===== src/rtl/aes_cmd_parser.sv =====
// AES stream command parser: decodes the command word, packs 32-bit words into 128-bit KEY/IV/DATA blocks; 1 clk block latency.
// busy mirrors blk_valid so upstream stalls while a block is held; optional 256-bit keys via AES256_KEY_EN.
module aes_cmd_parser #(
  parameter int IN_BUS_WIDTH    = 32,
  parameter int MAX_DATA_BLOCKS = 512,
  parameter int ECB_SUPPORT     = 1,
  parameter int CBC_SUPPORT     = 1,
  parameter int CTR_SUPPORT     = 1,
  parameter int CFB_SUPPORT     = 1,
  parameter int OFB_SUPPORT     = 1,
  parameter int PCBC_SUPPORT    = 1
) (
  input  logic                    clk,
  input  logic                    reset,
  input  logic                    in_bus_data_wren,
  input  logic [IN_BUS_WIDTH-1:0] in_bus_data,
  input  logic                    in_bus_tlast,
  output logic                    controller_in_busy,
  output logic                    cmd_valid,
  output logic                    cmd_encrypt,
  output logic [2:0]              cmd_mode,
  output logic                    cmd_skip_key,
  output logic                    cmd_key256,
  output logic                    blk_valid,
  input  logic                    blk_ready,
  output logic [127:0]            blk_data,
  output logic [1:0]              blk_type,
  output logic                    blk_last,
  output logic                    err
);

  localparam int CNT_W = $clog2(MAX_DATA_BLOCKS + 1);
  localparam logic [CNT_W-1:0] MAX_CNT = CNT_W'(MAX_DATA_BLOCKS);

  localparam logic [2:0] S_CMD   = 3'd0;
  localparam logic [2:0] S_KEY   = 3'd1;
  localparam logic [2:0] S_IV    = 3'd2;
  localparam logic [2:0] S_DATA  = 3'd3;
  localparam logic [2:0] S_DRAIN = 3'd4;

  localparam logic [1:0] T_KEY  = 2'd0;
  localparam logic [1:0] T_IV   = 2'd1;
  localparam logic [1:0] T_DATA = 2'd2;

  logic [2:0]       state;
  logic [1:0]       word_cnt;
  logic [95:0]      asm_q;
  logic [CNT_W-1:0] block_cnt;
  logic             key_hi;
  logic             accept;
  logic             cmd_unsup;
  logic [127:0]     full_blk;

  function automatic logic mode_ok(input logic [2:0] m);
    case (m)
      3'd0:    mode_ok = (ECB_SUPPORT != 0);
      3'd1:    mode_ok = (CBC_SUPPORT != 0);
      3'd2:    mode_ok = (CTR_SUPPORT != 0);
      3'd3:    mode_ok = (CFB_SUPPORT != 0);
      3'd4:    mode_ok = (OFB_SUPPORT != 0);
      3'd5:    mode_ok = (PCBC_SUPPORT != 0);
      default: mode_ok = 1'b0;
    endcase
  endfunction

  assign controller_in_busy = blk_valid;
  assign accept   = in_bus_data_wren && !blk_valid;
  assign full_blk = {asm_q, in_bus_data};

`ifdef AES256_KEY_EN
  assign cmd_unsup = !mode_ok(in_bus_data[3:1]);
`else
  assign cmd_unsup = !mode_ok(in_bus_data[3:1]) || in_bus_data[5];
  assign cmd_key256 = 1'b0;
`endif

  always_ff @(posedge clk) begin
    if (reset) begin
      state        <= S_CMD;
      word_cnt     <= 2'd0;
      asm_q        <= '0;
      block_cnt    <= '0;
      key_hi       <= 1'b0;
      cmd_valid    <= 1'b0;
      cmd_encrypt  <= 1'b0;
      cmd_mode     <= 3'd0;
      cmd_skip_key <= 1'b0;
`ifdef AES256_KEY_EN
      cmd_key256   <= 1'b0;
`endif
      blk_valid    <= 1'b0;
      blk_data     <= '0;
      blk_type     <= 2'd0;
      blk_last     <= 1'b0;
      err          <= 1'b0;
    end else begin
      cmd_valid <= 1'b0;
      err       <= 1'b0;
      if (blk_valid && blk_ready)
        blk_valid <= 1'b0;
      // A write while a block is held is dropped, not queued.
      if (in_bus_data_wren && blk_valid)
        err <= 1'b1;
      if (accept) begin
        case (state)
          S_CMD: begin
            cmd_valid    <= 1'b1;
            cmd_encrypt  <= in_bus_data[0];
            cmd_mode     <= in_bus_data[3:1];
            cmd_skip_key <= in_bus_data[4];
`ifdef AES256_KEY_EN
            cmd_key256   <= in_bus_data[5];
`endif
            word_cnt  <= 2'd0;
            key_hi    <= 1'b0;
            block_cnt <= '0;
            if (in_bus_tlast)
              err <= 1'b1;
            else if (cmd_unsup) begin
              err   <= 1'b1;
              state <= S_DRAIN;
            end else if (!in_bus_data[4])
              state <= S_KEY;
            else if (in_bus_data[3:1] != 3'd0)
              state <= S_IV;
            else
              state <= S_DATA;
          end
          S_DRAIN: begin
            if (in_bus_tlast)
              state <= S_CMD;
          end
          default: begin
            asm_q    <= {asm_q[63:0], in_bus_data};
            word_cnt <= word_cnt + 2'd1;
            if (in_bus_tlast && !(state == S_DATA && word_cnt == 2'd3)) begin
              err      <= 1'b1;
              word_cnt <= 2'd0;
              state    <= S_CMD;
            end else if (word_cnt == 2'd3) begin
              if (state == S_DATA && block_cnt == MAX_CNT) begin
                err   <= 1'b1;
                state <= in_bus_tlast ? S_CMD : S_DRAIN;
              end else begin
                blk_valid <= 1'b1;
                blk_data  <= full_blk;
                blk_last  <= 1'b0;
                case (state)
                  S_KEY: begin
                    blk_type <= T_KEY;
                    if (cmd_key256 && !key_hi)
                      key_hi <= 1'b1;
                    else
                      state <= (cmd_mode != 3'd0) ? S_IV : S_DATA;
                  end
                  S_IV: begin
                    blk_type <= T_IV;
                    state    <= S_DATA;
                  end
                  default: begin
                    blk_type  <= T_DATA;
                    blk_last  <= in_bus_tlast;
                    block_cnt <= block_cnt + 1'b1;
                    if (in_bus_tlast)
                      state <= S_CMD;
                  end
                endcase
              end
            end
          end
        endcase
      end
    end
  end

endmodule

===== config.mk =====
export PLATFORM = sky130hd
export DESIGN_NAME = aes_cmd_parser
export DESIGN_NICKNAME = d
export VERILOG_FILES = /design/src/rtl/aes_cmd_parser.sv
export SDC_FILE = /design/constraint.sdc
export NUM_CORES = 1
export LEC_CHECK = 0
export ABC_AREA = 0
export ABC_CLOCK_PERIOD_IN_PS = 4000
export CORE_MARGIN = 1
export CORE_UTILIZATION = 50
export DETAILED_ROUTE_END_ITERATION = 10
export GPL_TIMING_DRIVEN = 1
export PLACE_DENSITY = 0.77
export SLEW_MARGIN = 20
export SYNTH_ARGS = -nofsm -noshare
export SYNTH_HDL_FRONTEND = slang
export SYNTH_SLANG_ARGS = --single-unit

===== constraint.sdc =====
create_clock -name clk -period 4 [get_ports clk]
set_input_delay 1 -clock clk [delete_from_list [all_inputs] [get_ports clk]]
set_output_delay 1 -clock clk [all_outputs]
set_load 0.01 [all_outputs]

; Word level (Yosys, flattened, before mapping)
; Cells that the tools add are included.
; W data, S select, Z words.
[word_totals]
ff_bits = 250
in_bits = 37
output_inout_bits = 141
word_cells = 98
[classes]
n_reduce_logical = 26
eq_ne = 15
mux = 37
n_bitwise = 5
add_sub_neg = 2
[op_table]
columns = operator, count
row1 = $mux W10, 4
row2 = $mux W3, 7
row3 = $pmux W10 S2, 1
row4 = $mux W1, 18
row5 = $eq A3 B2 Y1 const B, 4
row6 = $pmux W3 S2, 2
row7 = $add A10 B1 Y10 const B, 1
row8 = $eq A10 B10 Y1 const B, 1
row9 = $eq A3 B3 Y1 const B, 3
row10 = $pmux W2 S2, 2
row11 = $eq A3 B1 Y1 const B, 2
row12 = $logic_and A1 B1 Y1, 6
row13 = $logic_not A3 Y1, 2
row14 = $ne A2 B1 Y1 const B, 3
row15 = $reduce_and A2 Y1, 3
row16 = $reduce_and A6 Y1, 1
row17 = $reduce_bool A3 Y1, 2
row18 = $reduce_or A2 Y1, 3
row19 = $reduce_or A6 Y1, 1
row20 = $not A1 Y1, 5
row21 = $reduce_and A5 Y1, 1
row22 = $mux W2, 2
row23 = $reduce_bool A4 Y1, 1
row24 = $logic_not A1 Y1, 3
row25 = 7 further kinds, 7

; Logic depth before layout (Yosys ltp)
[depth]
ltp_word = 9
depth_mapped = 8
mapped_depth_nobuf = 6

; Worst setup path after synthesis
; No wires, ideal clock.
[synth_path]
kind = input-to-reg
from = input port in_bus_data_wren
to = register block_cnt[4]
cell_stages = 5
required_ns = 3.930
setup_time_ns = 0.070
path_buffers = 1
slack_ns = 1.738
arrival_time_ns = 2.192
cell_sequence = nor2b_1 > buf_2 > o21ai_1 > or4_1 > a21boi_1
[synth_between]
elab_chain_len = 2
[synth_lines]
columns = item, line_no
row1 = start: declaration, 15  ; input logic in_bus_data_wren,
row2 = $logic_and A1 B1 Y1, 67  ; assign accept = in_bus_data_wren && !blk_valid;
row3 = $reduce_and A6 Y1 (no line), --
row4 = end signal: assignment, 163  ; block_cnt <= block_cnt + 1'b1;
row5 = end: declaration, 48  ; logic [CNT_W-1:0] block_cnt;
; Every way passes these cells.
; A chain may end at the register's enable or synchronous reset.

; Worst setup path in the final report
[layout_path]
from = register state[0]
to = register blk_data[44]
[layout_between]
elab_chain_len = 6
elab_cells_between_ends = 12
classes_between = eq/ne (2) / bitwise (3) / reduce/logical (7)
[layout_lines]
columns = item, line_no
row1 = start: declaration, 45  ; logic [2:0] state;
row2 = start signal: assignment, 143  ; state <= in_bus_tlast ? S_CMD : S_DRAIN;
row3 = start signal: assignment, 154  ; state <= (cmd_mode != 3'd0) ? S_IV : S_DATA;
row4 = $eq A3 B2 Y1, "136, 141"
row5 = $logic_and A1 B1 Y1, 136  ; if (in_bus_tlast && !(state == S_DATA && word_cnt == 2'd3)) begin
row6 = $logic_not A1 Y1, 136
row7 = $logic_and A1 B1 Y1, 136
row8 = $not A1 Y1 (no line), --
row9 = $reduce_and A5 Y1 (no line) *, --
row10 = end signal: assignment, 146  ; blk_data <= full_blk;
row11 = end: declaration, 26  ; output logic [127:0] blk_data,
; Mark *: on every way between the ends. The rest lies on a longest branch, timed or not.

==> impl_results.md <==
* Area grow syn2layout at 27.9%
* Min-Delay Path Class: reg2reg
* Peak supply drop at 306 uV
* Clock buffer depth at 3
* Final setup violation count at 0
* Final period utilization at 67.1%
* Grt ovf at 0
* Total CTS buffers at 25
* CP max stage cell: a32o_4
* Family with the most delay on the worst path: compound AO/OA/AOI/OAI gates
* Initial Utilization at 51.1%
* Ys Warns at 0
* Critical path required time at 4440 ps
* Min-Delay Endpoint: asm_q[88]$_SDFFE_PP0N_
* Final Skew at 6.26 ps
* Synth area leader: dfxtp_1
* Reg2reg start: state[0]$_SDFFE_PP0P_
* WL per Instance at 17.5 um
* Crit Path Category: reg2reg
* Post-synth EDFFs at 0
* CTS Hold Bufs at 0
* Final min period at 2680 ps
* Post-Syn Nets at 1,222
* Placed insts at 1,492
* Post-Syn Area per Cell at 8.09 um2
* Slew Viols, Final at 0
* FF+latch count, synth at 250
* Crit start category: flop
* Dominant cells by area after synthesis: dfxtp_1, a21oi_1, nand2_1, nand3_1, o21ai_1
* CP Capture Type: flop
* Iter 0 DRT Violations at 854
* Top cells by count, synth: dfxtp_1, a21oi_1, nand2_1
* DRC Markers at 0
* Die width at 140 um
* Fill cells at 1,608
* Core area at 18,700 um2
* Post-CTS Resized at 0
* Core Rows at 50
* CTS tree: built
* Nets at 1,325
* Reg2Reg Depth at 5
* Final WL at 26,900 um
* Vias in the first global route at 8,068
* Max-Slew Margin vs Limit at 52.6%
* Num Clock Sinks at 250
* Count of cell types in the netlist at 51
* Register area at 5000 um2
* Hold depth at 2
* Largest stage delay, worst path at 700 ps
* Vias/cell at 5.77
* I/O pin cnt at 178
* Detailed placement HPWL at 16,800 um
* Die area at 19,700 um2
* Initial antenna violation count at 1
* Gate Count Post-Synth at 1,182
* PortBufs at 176
* CTS clk-pin slew, worst paths at 60 ps
* Root buf cell: clkbuf_16
* Area of the multi-input gates at 4080 um2
* Routed via count at 8,875
* Worst reg2reg setup slack at 1320 ps
* Post-CTS setup buffers at 0
* Synth Flop Type: dfxtp_1
* Crit path buffers/inverters at 1
* Max-cap violation count at 0
* Outcome: finished clean
* Largest fanout on the critical path at 59
* Syn Std Cell Area at 9560 um2
* Non-filler instance count after layout at 1,537
* Final Hold Vio Count at 0
* Worst Tran Pin Value at 712 ps
* Arr. time, crit path at 3120 ps
* Share of layout cells above drive strength 1 at 5.15%
* PwrDens at 435 nW/um2
* Largest net degree at the start of global routing at 149
* GRT Total Usage at 26.5%
* Total number of H-tree levels at 1
* Pre-antenna DRT Iters at 7
* Static Leak at 3.95 nW
* Cell chain of the critical path: nor4b_2, a32o_4, buf_12, o21ai_0, a21oi_1
* Setup TNS at 0 ps
* Register area share after synthesis at 52.4%
* Antenna Violating Nets Remaining at 0
* Worst skew pair latency at 520 ps
* Top cell type's share of synthesized area at 52.4%
* Fmax at 373 MHz
* Most numerous cell in the Yosys netlist: dfxtp_1
* RSZ-0062 raised after global routing: false
* Async SR Flop Fraction at 0%
* Die Height at 140 um
* RR Endpoint: blk_data[44]$_SDFFE_PP0P_
* Gpl congestion at 0.896
* First-pass GRT wire length at 42,200 um
* Hold_sp: asm_q[88]$_SDFFE_PP0N_
per-stage QoR:
stage          setup WS (ps)  hold slack, ps  area (um2)  util (%)  power, mW
2_1_floorplan           1740             437        9560         -       2.85
3_3_place_gp             959             442       11400      60.9       2.98
3_5_place_dp             868             447       11400      60.9       2.98
4_1_cts                 1370             456       12200      65.4       5.35
5_1_grt                 1120             478       12200      65.4       5.49
6_report                1320             453       12200      65.4       5.32
power by group:
group / switching, mW / internal (mW) / leakage [nW]
clock network: 0.957 / 1.43 / 0.415
logic: 0.251 / 0.116 / 1.52
registers: 0.0382 / 2.52 / 2.02
total: 1.25 / 4.07 / 3.95
metal layers:
| layer | track usage [%] | vias up | wire length [um] |
|---|---|---|---|
| met3 | 4.62 | 37 | 1980 |
| met4 | 6.88 | 0 | 524 |
| li1 | - | 4319 | - |
| met5 | 0 | - | 0 |
| met2 | 42.4 | 343 | 12400 |
| met1 | 37.0 | 4176 | 11900 |
placed cells by master (no fill, tap or decap), drive strengths merged, types with 7 or more instances in the layout:
cell type and n:
a21oi 238, buf 15, clkbuf 34, clkdlybuf4s50 175, dfxtp 250, inv 8
mux2i 8, nand2 213, nand2b 7, nand3 144, o21ai 137
worst register-to-register path, stage by stage, from the launching register on:
cell and delay (ps):
dfxtp_1 600, nor4b_2 580, a32o_4 700, buf_12 340
o21ai_0 190, a21oi_1 180
worst max path at each step:
stage | cells past startpoint | end | from
2_1_floorplan | 5 | block_cnt[4]$_SDFFE_PP0P_ | in_bus_data_wren
3_3_place_gp | 5 | blk_data[48]$_SDFFE_PP0P_ | in_bus_tlast
3_5_place_dp | 5 | blk_data[104]$_SDFFE_PP0P_ | in_bus_tlast
4_1_cts | 5 | blk_data[24]$_SDFFE_PP0P_ | state[0]$_SDFFE_PP0P_
5_1_grt | 5 | blk_data[48]$_SDFFE_PP0P_ | state[0]$_SDFFE_PP0P_
6_report | 5 | blk_data[44]$_SDFFE_PP0P_ | state[0]$_SDFFE_PP0P_
cell families after synthesis:
family | Yosys count | share of synthesized area [%]
and+or+nand+nor | 406 | 19.5
DFF | 250 | 52.4
other | 1 | 0.0392
adders and majority gates | 3 | 0.393
buffers and inverters | 121 | 5.47
xor gates and xnor gates | 1 | 0.0917
AOI/OAI and AO/OA | 392 | 21.3
muxes | 8 | 0.838
final cells by class:
type | instances | area share (%)
Sequential cell | 250 | 40.9
Multi-Input combinational cell | 811 | 33.4
Timing Repair Buffer | 190 | 16.2
Clock buffer | 34 | 5.80
Tap cell | 234 | 2.39
Clock inverter | 10 | 1.07
Inverter | 7 | 0.215
Antenna cell | 1 | 0.0205
flip-flops by register name (all words and copies together), names as in the netlist, 2 cells and up:
signal,count
blk_data,128
state,3
cmd_mode,3
asm_q,96
block_cnt,10
word_cnt,2
blk_type,2
No activity file was read; power rests on OpenSTA's default activity.
